<file path="src/rtl/pipe_stage_if.sv">
// pipe_stage_if -- payload handshake bundle for pipe_stage.
//
// Handshake rule for both the in_* and the out_* channel: a transfer
// happens on a rising clk edge where valid & ready are both 1. Once the
// producer raises valid it keeps valid and data stable until the transfer
// happens (or a flush/reset discards it). The consumer may drive ready
// independently of valid.
//
// Signals:
//   in_valid   upstream payload valid            (master -> stage)
//   in_ready   stage accepts payload this cycle  (stage -> master)
//   in_data    upstream payload, WIDTH bits      (master -> stage)
//   out_valid  downstream payload valid          (stage -> master)
//   out_ready  downstream accepts this cycle     (master -> stage)
//   out_data   downstream payload, WIDTH bits    (stage -> master)
//
// Modports:
//   slave   the pipe_stage side
//   master  the surrounding logic (upstream producer + downstream consumer)
interface pipe_stage_if #(
    parameter int unsigned WIDTH = 16
);
    logic             in_valid;
    logic             in_ready;
    logic [WIDTH-1:0] in_data;
    logic             out_valid;
    logic             out_ready;
    logic [WIDTH-1:0] out_data;

    modport slave (
        input  in_valid,
        input  in_data,
        input  out_ready,
        output in_ready,
        output out_valid,
        output out_data
    );

    modport master (
        output in_valid,
        output in_data,
        output out_ready,
        input  in_ready,
        input  out_valid,
        input  out_data
    );
endinterface

</file>
<file path="src/rtl/pipe_stage.sv">
// pipe_stage -- one valid/ready pipeline register stage with flush and a
// saturating output-stall counter.
//
// Build option:
//   PIPE_STAGE_SKID_EN  defined   : main entry + skid entry; in_ready is a
//                                   flop output ("skid entry empty"), so no
//                                   combinational path out_ready -> in_ready.
//                       undefined : single entry; in_ready = ~out_valid | out_ready.
//   Both modes sustain one payload per cycle.
//
// Ports:
//   clk        clock, all state updates on its rising edge
//   rst        asynchronous active-high reset
//   flush      synchronous flush: drops every held payload and any input
//              offered that cycle; payload registers keep their contents
//   cnt_clr    synchronous clear of stall_cnt (wins over an increment)
//   bus        pipe_stage_if.slave handshake bundle (in_*/out_*)
//   stall_cnt  count of cycles with out_valid & ~out_ready, saturating
module pipe_stage #(
    parameter int unsigned      WIDTH   = 16,
    parameter logic [WIDTH-1:0] RST_VAL = '0
) (
    input  logic        clk,
    input  logic        rst,
    input  logic        flush,
    input  logic        cnt_clr,
    pipe_stage_if.slave bus,
    output logic [15:0] stall_cnt
);

    // Main entry: the register that drives out_data/out_valid directly.
    logic             mainValid;
    logic [WIDTH-1:0] mainData;

    logic inXfer;
    logic outXfer;
    logic stallNow;

    assign inXfer   = bus.in_valid & bus.in_ready;
    assign outXfer  = mainValid & bus.out_ready;
    assign stallNow = mainValid & ~bus.out_ready;

    assign bus.out_valid = mainValid;
    assign bus.out_data  = mainData;

`ifdef PIPE_STAGE_SKID_EN
    // Skid entry catches the one payload that may arrive while main is
    // full and stalled, because in_ready is only updated at the next edge.
    logic             skidValid;
    logic [WIDTH-1:0] skidData;

    assign bus.in_ready = ~skidValid;

    always_ff @(posedge clk or posedge rst) begin
        if (rst) begin
            mainValid <= 1'b0;
            skidValid <= 1'b0;
            mainData  <= RST_VAL;
            skidData  <= RST_VAL;
        end else if (flush) begin
            mainValid <= 1'b0;
            skidValid <= 1'b0;
        end else if (outXfer) begin
            // Main drains: refill from skid first to keep acceptance order.
            // in_ready is low whenever skid is full, so inXfer cannot
            // coincide with the skid-to-main move.
            if (skidValid) begin
                mainData  <= skidData;
                skidValid <= 1'b0;
            end else if (inXfer) begin
                mainData <= bus.in_data;
            end else begin
                mainValid <= 1'b0;
            end
        end else if (inXfer) begin
            if (mainValid) begin
                skidData  <= bus.in_data;
                skidValid <= 1'b1;
            end else begin
                mainData  <= bus.in_data;
                mainValid <= 1'b1;
            end
        end
    end
`else
    assign bus.in_ready = ~mainValid | bus.out_ready;

    always_ff @(posedge clk or posedge rst) begin
        if (rst) begin
            mainValid <= 1'b0;
            mainData  <= RST_VAL;
        end else if (flush) begin
            mainValid <= 1'b0;
        end else if (inXfer) begin
            // Covers both "empty" and "draining and refilling" cases.
            mainData  <= bus.in_data;
            mainValid <= 1'b1;
        end else if (outXfer) begin
            mainValid <= 1'b0;
        end
    end
`endif

    // Stall counter: independent of flush; clear has priority; saturates.
    always_ff @(posedge clk or posedge rst) begin
        if (rst) begin
            stall_cnt <= 16'd0;
        end else if (cnt_clr) begin
            stall_cnt <= 16'd0;
        end else if (stallNow && (stall_cnt != 16'hFFFF)) begin
            stall_cnt <= stall_cnt + 16'd1;
        end
    end

endmodule
</file>
<file path="src/flat_wrapper.sv">
// flat-port wrapper written by rule: the top's interface ports become plain ports
module pipe_stage_flat 
#(
    parameter int unsigned      WIDTH   = 16,
    parameter logic [WIDTH-1:0] RST_VAL = '0
)
  (clk, rst, flush, cnt_clr, stall_cnt, bus_in_valid, bus_in_data, bus_out_ready, bus_in_ready, bus_out_valid, bus_out_data);
  pipe_stage_if #(.WIDTH(WIDTH)) bus_i ();
  input  logic clk;
  input  logic rst;
  input  logic flush;
  input  logic cnt_clr;
  output logic [15:0] stall_cnt;
  input wire logic [$bits(bus_i.in_valid)-1:0] bus_in_valid;
  input wire logic [$bits(bus_i.in_data)-1:0] bus_in_data;
  input wire logic [$bits(bus_i.out_ready)-1:0] bus_out_ready;
  output wire logic [$bits(bus_i.in_ready)-1:0] bus_in_ready;
  output wire logic [$bits(bus_i.out_valid)-1:0] bus_out_valid;
  output wire logic [$bits(bus_i.out_data)-1:0] bus_out_data;
  assign bus_i.in_valid = bus_in_valid;
  assign bus_i.in_data = bus_in_data;
  assign bus_i.out_ready = bus_out_ready;
  assign bus_in_ready = bus_i.in_ready;
  assign bus_out_valid = bus_i.out_valid;
  assign bus_out_data = bus_i.out_data;
  pipe_stage #(.WIDTH(WIDTH), .RST_VAL(RST_VAL)) u_core (.clk(clk), .rst(rst), .flush(flush), .cnt_clr(cnt_clr), .bus(bus_i), .stall_cnt(stall_cnt));
endmodule
</file>
<file path="config.mk">
export PLATFORM = sky130hd
export DESIGN_NAME = pipe_stage_flat
export DESIGN_NICKNAME = d
export VERILOG_FILES = /design/src/rtl/pipe_stage_if.sv /design/src/rtl/pipe_stage.sv /design/src/flat_wrapper.sv
export SDC_FILE = /design/constraint.sdc
export NUM_CORES = 1
export LEC_CHECK = 0
export CAP_MARGIN = 20
export CORE_UTILIZATION = 26
export DETAILED_ROUTE_END_ITERATION = 6
export PLACE_DENSITY = 0.62
export SETUP_SLACK_MARGIN = 0.4
export SLEW_MARGIN = 30
export SYNTH_ARGS = -nofsm -noshare
export SYNTH_HDL_FRONTEND = slang
export SYNTH_SLANG_ARGS = --single-unit
</file>
<file path="constraint.sdc">
create_clock -name clk -period 2.5 [get_ports clk]
set_input_delay 0.25 -clock clk [delete_from_list [all_inputs] [get_ports clk]]
set_output_delay 0.25 -clock clk [all_outputs]
set_load 0.02 [all_outputs]
</file>
# Word-level counts from Yosys, hierarchy flattened

Index checks and enable logic that the tools add are counted.

Register bits: 33
Output and inout bits: 34
Input port bits: 22

Muxes and demuxes: 5
Bitwise operators: 7
Equal/unequal tests: 1
Reductions and logical operators: 4
$add $sub $neg: 1

Operators with widths:

| operator              | number |
|---|---|
| $mux 16               | 2 |
| $add 16x1->16 const B | 1 |
| $ne 16x16->1 const B  | 1 |
| $and 1x1->1           | 3 |
| $mux 1                | 3 |
| $not 1->1             | 3 |
| $reduce_bool 3->1     | 1 |
| $reduce_and 2->1      | 1 |
| $reduce_bool 2->1     | 1 |
| $logic_and 1x1->1     | 1 |
| $or 1x1->1            | 1 |

# Depth between registers and ports, before layout

Gate-level depths: netlist of run 1.

Depth after elaboration: 5
Gate-level depth with buffers: 6

# Worst setup path before layout of run 1

Ideal clock, no wire load.

Path type: register -> register
Start: register u_core.mainValid, in the netlist u_core.bus.out_valid
End: register u_core.stall_cnt[15]
Data arrival time: 1.913 ns
Cell stages (with the launch flop): 7
Setup slack: 0.509 ns
Library setup time: 0.078 ns
Data required time: 2.422 ns
Period minus slack after synthesis: 1.991 ns
Cells stage by stage: dfrtp_1 -> nor2b_4 -> inv_2 -> or4_1 -> buf_2 -> or4_1 -> a21oi_1

Longest elaborated chain between the ends: 3

RTL lines:

| what                               | line              | RTL |
|---|---|---|
| start: declaration                 | pipe_stage.sv:32  | `logic mainValid;` |
| start signal: assignment           | pipe_stage.sv:90  | `mainValid <= 1'b0;` |
| start signal: assignment           | pipe_stage.sv:93  | `mainValid <= 1'b0;` |
| start signal: assignment           | pipe_stage.sv:97  | `mainValid <= 1'b1;` |
| $and 1x1->1                        | pipe_stage.sv:41  | `assign stallNow = mainValid & ~bus.out_ready;` |
| $logic_and 1x1->1                  | pipe_stage.sv:110 | `end else if (stallNow && (stall_cnt != 16'hFFFF)) begin` |
| $reduce_bool 2->1 (no source line) | -                 |  |
| end signal: assignment             | pipe_stage.sv:111 | `stall_cnt <= stall_cnt + 16'd1;` |
| end: declaration                   | pipe_stage.sv:28  | `output logic [15:0] stall_cnt` |

Every way passes these cells.
A chain may end at the register's enable or synchronous reset.

# Final worst setup path of run 1

Start: register u_core.stall_cnt[0]
End: register u_core.stall_cnt[11]

Longest elaborated chain between the ends: 3
Elaborated cells between the ends (all ways): 6

RTL lines:

| what                                          | line |
|---|---|
| $add 16x1->16 or $ne 16x16->1 (tied branches) | pipe_stage.sv:111, pipe_stage.sv:110 |
| $mux 16 or $logic_and 1x1->1 (tied branches)  | pipe_stage.sv:110 |
| $mux 16 or $reduce_bool 2->1 (tied branches)  | - |

Several ways; a longest one is shown, not always the timed one. The select of a mux whose other input is x is not followed.

==> impl_summary.txt, run 1 <==
----------------------------------------------------
[Critical path]
  Slowest Stage Delay on Critical Path ... roughly 600 ps
  Reg2reg path depth ... 5
  Critical-path top delay cell ... sky130_fd_sc_hd__or4_1
  Crit Path Class ... flop to flop
  Arrival time of data at the critical path endpoint ... ~2100 ps
  Cell breakdown of the critical path ... ha_1 > nand4_1 > or4_1 > and3_1 > mux2_2
  Req. time, crit path ... 2670 ps
  Endpoint class of the critical path ... flop
  Worst-path maximum fanout ... 6
  Worst setup slack for register-to-register paths ... 530 ps
  Startpoint class of the critical path ... flop

[Drt]
  Vias per cell ... approximately 4.9
  DRC violations left ... 0
  Final WL ... around 3.7 mm
  Drt first-iter violations ... 63
  WL per Instance ... ~13 um
  Final antenna-violating net count ... 0
  Number of optimization iterations in the first detailed-route pass ... 4
  Detailed-route via count ... approximately 1300

[Die]
  # IOs ... between 50 and 60
  Starting density of the core ... around 28%
  Placement Rows ... 27
  Die footprint ... between 6000 and 7000 um^2
  Area of the core region ... between 5000 and 6000 um^2
  Die width ... between 70 and 80 um
  Height of the die ... between 70 and 80 um

[Clock network]
  Maximum root-to-sink buffer count ... 2
  Number of gates given a new drive strength after cts ... 0
  Clock latency of the later-clocked register in the worst-skew pair ... approximately 280 ps
  Total CTS buffers ... 5
  TritonCTS Sinks ... 33
  CTS Hold Bufs ... 0
  TritonCTS clock tree ... built
  Reg clk slew, reported paths ... about 70 ps
  CTS H-tree depth ... 2
  Number of setup buffers added after CTS ... 0
  Clock Tree Root ... sky130_fd_sc_hd__clkbuf_8

[Timing]
  Final count of pins violating max slew ... 0
  Final period demand of the worst path ... a little under 2000 ps
  Sum Neg Setup Slack ... 0 ps
  Maximum clock skew at final layout ... a little under 7 ps
  Slew @ Worst Pin ... 619 ps
  Share of the clock period used by the worst path after layout ... between 70% and 80%
  Slew margin rel. ... between 50% and 60%
  Number of hold violations in the final report ... 0
  Worst Hold Slack ... between 300 and 400 ps
  Top achievable clock speed ... approximately 0.5 GHz
  RSZ-0062 raised after global routing ... false
  Final setup violation count ... 0

[Global routing]
  Wire length of the first global-routing pass ... 6.07 mm
  All-Layer GR Usage ... 12.2%
  Maximum number of pins on one net before global-route repair ... 23
  Antenna violations before repair ... 0
  Via count of the first global-routing pass ... around 1300
  Grt total ovfl ... 0

[Logic synthesis]
  Count of warnings emitted by yosys ... 0
  Average cell area after synthesis ... ~11 um^2
  Summed instance area of the synthesized netlist ... 1560 um^2
  Syn Inst Count ... approximately 140
  Synth Register Bits ... 33
  Number of distinct library cell variants in the gate-level netlist after synthesis ... 29
  Sequential cell area fraction in the yosys report ... 53.1%
  Synth top area cells ... sky130_fd_sc_hd__dfrtp_1 53%, sky130_fd_sc_hd__mux2_2 14%, sky130_fd_sc_hd__a21oi_1 3.5%
  Nets in the synthesized netlist ... around 160
  Library cell occupying the most area in the post-synthesis netlist ... sky130_fd_sc_hd__dfrtp_1
  Top-area cell type share of the netlist area ... between 50% and 60%

[Cells and area]
  Final nets ... roughly 220
  Leading cell type in the layout, fill and taps excluded ... sky130_fd_sc_hd__clkdlybuf4s50_1
  Ratio of cells with drive above 1 in the final layout ... 19.5%
  Layout Area Growth over Synthesis ... 49.6%
  Final core occ ... 41.3%
  Non-Filler Instances ... around 270
  Most frequent cells in the layout ... 55 x sky130_fd_sc_hd__clkdlybuf4s50_1, 33 x sky130_fd_sc_hd__dfrtp_1, 20 x sky130_fd_sc_hd__mux2_2, 11 x sky130_fd_sc_hd__a21oi_1, 8 x sky130_fd_sc_hd__nand3_1
  Diodes inserted ... 0

[Power]
  Leakage power summed over all cells ... roughly 0.9 nW
  Post-route total power ... between 0.001 and 0.0015 W
  PwrDens ... approximately 570 nW/um^2
  Maximum ir drop on the vdd rail ... 0.378 mV

[Worst hold path]
  Worst hold-check path type ... input port to asynchronous set/reset pin

[Placed design]
  Weighted congestion at the end of routability-driven global placement ... ~0.73
  Number of port buffers ... 55
  Post-DP HPWL ... between 2 and 3 mm
  Cell Count Post-Placement ... 264

[Run status]
  Outcome ... finished, final reports clean

[Run]
  Max-cap violations ... 0

----------------------------------------------------
[power by group]
group / total, W / switching (W) / internal [W]
combinational: 0.000277 / 0.000124 / 0.000153
sequential: 0.000604 / 0.0000236 / 0.000580
clock: 0.000446 / 0.000197 / 0.000249
[sequential cells by signal, summed over array words and instances (netlist names)]
name                  count
u_core.bus.out_data      16
u_core.stall_cnt         16
u_core.bus.out_valid      1
[logic make-up (layout without fill, tap and decap cells)]
family | Yosys count | count (layout) | synth area share, %
flip-flops | 33 | 33 | 53.1
AO/OA/AOI/OAI | 23 | 23 | 8.60
AND/OR/NAND/NOR | 52 | 52 | 20.5
multiplexers | 20 | 20 | 14.5
XOR/XNOR | 1 | 1 | 0.563
adder cells (fa/ha/maj) | 1 | 1 | 0.804
buffers and inverters | 8 | 70 | 2.01
[worst max-delay path, delay by kind of cell, from the launching register on]
family / cells / cell delay (ps)
AND/OR/NAND/NOR: 3 / 930
adder cells (fa/ha/maj): 1 / 240
multiplexers: 1 / 260
flip-flops: 1 / 440
[per-layer routing]
layer  track usage [%]  share of wire (%)
met4              2.18                  0
met5                 0                  0
met1              15.1                 45
met2              19.9                 47
met3              5.14                7.6
[cell usage after synthesis (all sizes together)]
library cell	instances
a21oi	11
and2	1
and3	2
and4	2
buf	1
clkbuf	5
dfrtp	33
ha	1
inv	2
mux2	20
nand2	6
nand2b	1
nand3	8
nand4	4
nor2	7
nor2b	5
nor3b	1
nor4	4
o2111ai	1
o21ai	5
o31ai	6
or3	4
or4	7
xor2	1
[layout make-up]
class	instances	area [um^2]
inverters	2	7.51
clock buffers	7	96.3
multi-input cells	97	703
clock inverters	1	5.00
fillers	574	3310
flip-flops and latches	33	826
well taps	72	90.1
repair buffers	60	601
[metrics by stage]
| step | setup WS (ps) | cell area [um^2] |
|---|---|---|
| after detailed placement | 211 | 2220 |
| after global placement | 232 | 2220 |
| final | 525 | 2330 |
| after global routing | 452 | 2330 |
| after floorplan | 509 | 1560 |
| after CTS | 501 | 2320 |
[path summary, 6_finish.rpt]
kind                                                    startpoint                                  end
min in group clk                u_core.bus.out_data[0]$_DFFE_PP0P_   u_core.bus.out_data[0]$_DFFE_PP0P_
worst max-delay path               u_core.stall_cnt[0]$_DFFE_PP0P_     u_core.stall_cnt[11]$_DFFE_PP0P_
worst min register to register  u_core.bus.out_data[0]$_DFFE_PP0P_   u_core.bus.out_data[0]$_DFFE_PP0P_
worst max register to register     u_core.stall_cnt[0]$_DFFE_PP0P_     u_core.stall_cnt[11]$_DFFE_PP0P_
worst min-delay path                                           rst   u_core.bus.out_data[7]$_DFFE_PP0P_
max in group asynchronous                                      rst  u_core.bus.out_data[15]$_DFFE_PP0P_
Note: power is estimated with default switching activity, not from simulation.
==> run 2: changes to the inputs <==
--- a/config.mk
+++ b/config.mk
@@ -8,7 +8,7 @@
 export CAP_MARGIN = 20
 export CORE_UTILIZATION = 26
 export DETAILED_ROUTE_END_ITERATION = 6
-export PLACE_DENSITY = 0.62
+export PLACE_DENSITY = 0.64
 export SETUP_SLACK_MARGIN = 0.4
 export SLEW_MARGIN = 30
 export SYNTH_ARGS = -nofsm -noshare
==> constraint.sdc (replaced) <==
create_clock -name clk -period 1.7 [get_ports clk]
set_input_delay 0.17 -clock clk [delete_from_list [all_inputs] [get_ports clk]]
set_output_delay 0.17 -clock clk [all_outputs]
set_load 0.02 [all_outputs]
==> impl_summary.txt, run 2 (synthesis results as in run 1) <==
----------------------------------------------------
[Placed design]
  Number of port buffers ... 55 (unchanged)
  Post-DP HPWL ... 2.87 mm (+10%)
  Weighted congestion at the end of routability-driven global placement ... 0.777 (+6.5%)
  Total placed instance area ... 2510 um^2 (+13%)

[Run status]
  Outcome ... finished, violations left
  Violated checks ... negative setup slack

[Cells and area]
  Layout Area Growth over Synthesis ... 85.0%
  Leading cell type in the layout, fill and taps excluded ... sky130_fd_sc_hd__buf_4
  Diodes inserted ... 0 (unchanged)
  Final nets ... 271 (+22%)
  Most frequent cells in the layout ... 44 x sky130_fd_sc_hd__buf_4, 30 x sky130_fd_sc_hd__dfrtp_1, 21 x sky130_fd_sc_hd__clkdlybuf4s50_1, 17 x sky130_fd_sc_hd__mux2_4, 17 x sky130_fd_sc_hd__dlygate4sd2_1
  Post-route cell area ... 2880 um^2 (+24%)
  Ratio of cells with drive above 1 in the final layout ... 51.8% (+32 points)

[Critical path]
  Source of the worst register-to-register timing path ... u_core.stall_cnt[1]$_DFFE_PP0P_
  FF-to-FF End ... u_core.stall_cnt[14]$_DFFE_PP0P_
  Reg2reg path depth ... 7 (+2)
  Worst-path maximum fanout ... 5 (-1)
  Endpoint class of the critical path ... flop
  Req. time, crit path ... 1880 ps (-790 ps)
  Category of cells accounting for the largest share of critical-path delay ... simple AND/OR/NAND/NOR gates
  Startpoint class of the critical path ... flop
  Cell breakdown of the critical path ... ha_4 > nand4_1 > buf_4 > nor4_4 > buf_4 > nor4_2 > mux2_2
  Most used cell, CP ... sky130_fd_sc_hd__buf_4
  Slowest Stage Delay on Critical Path ... 390 ps (-210 ps)
  Critical-path top delay cell ... sky130_fd_sc_hd__dfrtp_2
  Buffers & Inverters on Critical Path ... 2 (+2)
  Crit Path Class ... flop to flop
  Worst setup slack for register-to-register paths ... -80 ps (-600 ps)
  Arrival time of data at the critical path endpoint ... 1960 ps (-180 ps)

[Timing]
  Maximum clock skew at final layout ... 2.36 ps (-4.47 ps)
  Slew margin rel. ... 65.6% (+7.0 points)
  Worst Slack Setup Final ... -76.9 ps (-602 ps)
  Slew @ Worst Pin ... 514 ps (-105 ps)
  Final count of pins violating max slew ... 0 (unchanged)
  Final period demand of the worst path ... 1780 ps (-198 ps)
  Worst Hold Slack ... 278 ps (-32.4 ps)
  Share of the clock period used by the worst path after layout ... 105% (+26 points)
  Final setup violation count ... 12 (+12)
  RSZ-0062 raised after global routing ... true
  Number of hold violations in the final report ... 0 (unchanged)
  Top achievable clock speed ... 0.563 GHz (+11%)

[Global routing]
  All-Layer GR Usage ... 14.7% (+2.5 points)
  Wire length of the first global-routing pass ... 7.02 mm (+16%)
  Via count of the first global-routing pass ... 1507 (+17%)
  Maximum number of pins on one net before global-route repair ... 34 (+48%)
  Grt total ovfl ... 0 (unchanged)
  Antenna violations before repair ... 0 (unchanged)

[Clock network]
  TritonCTS Sinks ... 33 (unchanged)
  Reg clk slew, reported paths ... 70 ps (about the same)
  CTS H-tree depth ... 2 (unchanged)
  TritonCTS clock tree ... built
  Total CTS buffers ... 5 (unchanged)
  CTS Hold Bufs ... 0 (unchanged)
  Clock latency of the later-clocked register in the worst-skew pair ... 290 ps (about the same)
  Maximum root-to-sink buffer count ... 2 (unchanged)
  Clock Tree Root ... sky130_fd_sc_hd__clkbuf_8

[Die]
  # IOs ... 56 (unchanged)
  Area of the core region ... 5640 um^2 (unchanged)
  Height of the die ... 79.4 um (unchanged)
  Die width ... 79.4 um (unchanged)
  Starting density of the core ... 27.6% (unchanged)
  Die footprint ... 6300 um^2 (unchanged)
  Placement Rows ... 27 (unchanged)

[Power]
  PwrDens ... 732 nW/um^2 (+28%)
  Leakage power summed over all cells ... 1.31 nW (+45%)
  Maximum ir drop on the vdd rail ... 0.426 mV (+12%)

[Run]
  Max-cap violations ... 0 (unchanged)

[Drt]
  WL per Instance ... 13.5 um (+0.35%)
  Drt first-iter violations ... 102 (+62%)
  Final WL ... 4.34 mm (+18%)
  Vias per cell ... 4.80 (-1.5%)
  Final antenna-violating net count ... 0 (unchanged)
  DRC violations left ... 0 (unchanged)
  Number of optimization iterations in the first detailed-route pass ... 4 (unchanged)
  Detailed-route via count ... 1541 (+16%)

[Worst hold path]
  Worst hold-check path type ... input port to asynchronous set/reset pin

----------------------------------------------------
==> run 2: repair_timing <==
action,in CTS,in global routing
endpoints found under the hold margin,0,0
pin swaps,14,16
setup buffers,8,6
gates cloned,1,0
endpoints found under the setup margin,66,47
gates resized for setup,97,37
==> run 2: area by class of cell <==
type	count	area [um^2]
fill	506	2760
timing repair buffer	109	941
multi-input combinational	97	896
sequential	33	830
tap	72	90.1
clock buffer	7	86.3
clock inverter	1	30.0
inverter	2	7.51
==> run 2: worst register-to-register path, delay by kind of cell, from the launching register on <==
family	cells	cell delay, ps
adder cells (fa/ha/maj)	1	130
buffers and inverters	2	340
flip-flops	1	390
multiplexers	1	260
AND/OR/NAND/NOR	3	540
==> run 2: how the worst max path moves through the flow <==
stage,start,to,slack [ps],cells past startpoint
5_1_grt,u_core.stall_cnt[0]$_DFFE_PP0P_,u_core.stall_cnt[9]$_DFFE_PP0P_,-170,8
6_report,u_core.stall_cnt[1]$_DFFE_PP0P_,u_core.stall_cnt[14]$_DFFE_PP0P_,-80,7
3_3_place_gp,bus_out_ready,u_core.stall_cnt[15]$_DFFE_PP0P_,-340,6
2_1_floorplan,u_core.bus.out_valid$_DFFE_PP0P_,u_core.stall_cnt[15]$_DFFE_PP0P_,-220,6
3_5_place_dp,bus_out_ready,u_core.stall_cnt[15]$_DFFE_PP0P_,-370,6
4_1_cts,u_core.stall_cnt[0]$_DFFE_PP0P_,u_core.stall_cnt[11]$_DFFE_PP0P_,-60,5
==> run 2: where the power goes <==
part           total [W]  internal, W  leakage, nW  switching, W
Combinational   0.000439     0.000239        0.834      0.000200
Clock           0.000781     0.000478       0.0585      0.000303
Sequential      0.000888     0.000854        0.420     0.0000343
Total            0.00211      0.00157         1.31      0.000537
==> run 2: per-stage QoR <==
| step | utilization [%] | std cells | setup slack (ps) | TNS, ps | total power, W |
|---|---|---|---|---|---|
| 6_report | 51.1 | 321 | -76.9 | -618 | 0.00211 |
| 5_1_grt | 51.1 | 321 | -168 | -1860 | 0.00219 |
| 4_1_cts | 49.9 | 315 | -59.0 | -330 | 0.00213 |
| 3_5_place_dp | 44.4 | 298 | -367 | -2700 | 0.00132 |
| 3_3_place_gp | 44.4 | 298 | -339 | -2670 | 0.00132 |
| 2_1_floorplan | - | 138 | -220 | -1150 | 0.00109 |
==> run 2: layer usage <==
layer  wire length [um]  share of wire, %  GRT usage [%]
met1               1850                43           17.4
met2               2140                49           24.3
met3                275               6.3           4.57
met4                 71               1.6           6.55
met5                  0                 0              0
==> RTL edit, RTL diff (settings of run 2) <==
`WIDTH` is set to 16 in 3 places; all go to 32.
--- a/src/rtl/pipe_stage_if.sv
+++ b/src/rtl/pipe_stage_if.sv
@@ -19,5 +19,5 @@
 //   master  the surrounding logic (upstream producer + downstream consumer)
 interface pipe_stage_if #(
-    parameter int unsigned WIDTH = 16
+    parameter int unsigned WIDTH = 32
 );
     logic             in_valid;
--- a/src/rtl/pipe_stage.sv
+++ b/src/rtl/pipe_stage.sv
@@ -18,5 +18,5 @@
 //   stall_cnt  count of cycles with out_valid & ~out_ready, saturating
 module pipe_stage #(
-    parameter int unsigned      WIDTH   = 16,
+    parameter int unsigned      WIDTH   = 32,
     parameter logic [WIDTH-1:0] RST_VAL = '0
 ) (
--- a/src/flat_wrapper.sv
+++ b/src/flat_wrapper.sv
@@ -2,5 +2,5 @@
 module pipe_stage_flat 
 #(
-    parameter int unsigned      WIDTH   = 16,
+    parameter int unsigned      WIDTH   = 32,
     parameter logic [WIDTH-1:0] RST_VAL = '0
 )
Ports: changed (resized bus_in_data and bus_out_data); port bits go from 56 to 88. The function was not compared with the original's and may differ.
==> RTL edit against run 2 <==
Routed wire length grew 32%; utilization shrank 7.1 points; setup slack gained 200 ps; clock power grew 7.9%; critical path depth shrank 3; clock skew grew 2.7 ps; cell count grew 24%; sequential power grew 53%; power grew 36%; sequential cell count grew 16; area after synthesis grew 42%; count of clock-buffer cells in the layout shrank 1; design area grew 25%; via count grew 20%.
==> RTL edit: results (changes against run 2) <==
- Setup crit start: u_core.bus.out_valid (was u_core.stall_cnt[1])
- Crit path max-delay family: flip-flops (was simple AND/OR/NAND/NOR gates)
- DR iter-0 viols: 54 (was 102)
- Seq/Total Area, Yosys: 0.554 (was 0.531)
- Dpl hpwl: 3950 µm (was 2870 µm)
- Post-synthesis mux area share: 0.179 (was 0.145)
- Met3 Wirelength: 273 µm (was 275 µm)
- Signal buf overhead: 0.293 (was 0.327)
- Netlist cell types: 44 (was 29)
- Post-synthesis adder-cell area fraction: 0.00565 (was 0.00804)
- Worst clock skew: 5.02 ps (was 2.36 ps)
- WL met1: 2490 µm (was 1850 µm)
- Post-synthesis xor/xnor area fraction: 0.00396 (was 0.00563)
- Critical path arrival: 1770 ps (was 1960 ps)
- Sequential cell area share: 0.344 (was 0.288)
- Met1 usage: 0.162 (was 0.174)
- Outcome: complete, no violations (was complete, but fails checks)
- Met3 Usage GRT: 0.0324 (was 0.0457)
- Fill count: 784 (was 506)
- Synth top area cells: dfrtp_1 55%, mux2_2 14%, mux2_1 2.5% (was dfrtp_1 53%, mux2_2 14%, a21oi_1 3.5%)
- Multi-In Gates: 115 (was 97)
- Clock-net power: 0.000843 W (was 0.000781 W)
- Standard-cell rows: 33 (was 27)
- Footprint of the multi-input gates: 0.00105 mm² (was 896 µm²)
- Number of port buffers: 87 (was 55)
- Commonest cells post-synth: 49 x dfrtp_1, 28 x mux2_2, 9 x a21oi_1 (was 33 x dfrtp_1, 20 x mux2_2, 11 x a21oi_1)
- Placed Area: 0.00334 mm² (was 0.00251 mm²)
- Clk cell area share: 0.0308 (was 0.0404)
- Crit-path max FO: 32 (was 5)
- Global-route wire length before repair: 8700 µm (was 7020 µm)
- Cell count after synthesis: 173 (was 138)
- Syn_nets: 212 (was 161)
- Met2 WL post-DR: 2900 µm (was 2140 µm)
- CP max stage delay: 440 ps (was 390 ps)
- Worst vdd ir: 0.429 mV (was 0.426 mV)
## RTL edit: cell count changes after synthesis, sizes merged, moves of 3 or more
cell	run 2	this run
nor3	0	5
mux2	20	34
nor4	4	1
nand3	8	4
or4	7	3
nor2b	5	2
o31ai	6	3
dfrtp	33	49
## RTL edit: cells by family (layout without fill, tap and decap cells)
logic type / after synthesis / count (layout)
multiplexers: 35 / 35
buffers and inverters: 9 / 129
XOR/XNOR: 1 / 1
AND/OR/NAND/NOR: 56 / 56
adder cells (fa/ha/maj): 1 / 1
AO/OA/AOI/OAI: 22 / 22
flip-flops: 49 / 49
## RTL edit: worst register-to-register path, delay by kind of cell (launching register included)
| kind | cells | cell delay [ps] |
|---|---|---|
| AND/OR/NAND/NOR | 2 | 430 |
| buffers and inverters | 1 | 220 |
| multiplexers | 1 | 380 |
| flip-flops | 1 | 440 |
## RTL edit: what timing repair did
action | in CTS | in global routing
pin swaps | 9 | 13
gates resized for setup | 60 | 40
endpoints found under the setup margin | 98 | 61
buffers inserted | 12 | 5
hold buffers | 0 | 0
## RTL edit: path summary, 6_finish.rpt
| kind | to | slack (ps) |
|---|---|---|
| worst min-delay path | u_core.bus.out_data[14] | 290 |
| worst min register to register | u_core.bus.out_data[0] | 500 |
| min in group clk | u_core.bus.out_data[0] | 460 |
| max in group asynchronous | u_core.stall_cnt[7] | 1140 |
| worst max-delay path | u_core.bus.out_data[25] | 120 |
| worst max register to register | u_core.bus.out_data[25] | 120 |
## RTL edit: per-stage QoR
stage | setup WS, ps | setup TNS, ps | total power [W]
finish | 120 | 0 | 0.00286
global route | 59.0 | 0 | 0.00301
detailed placement | -152 | -4950 | 0.00215
CTS | 104 | 0 | 0.00290
floorplan | 135 | 0 | 0.00173
global placement | -111 | -3810 | 0.00214
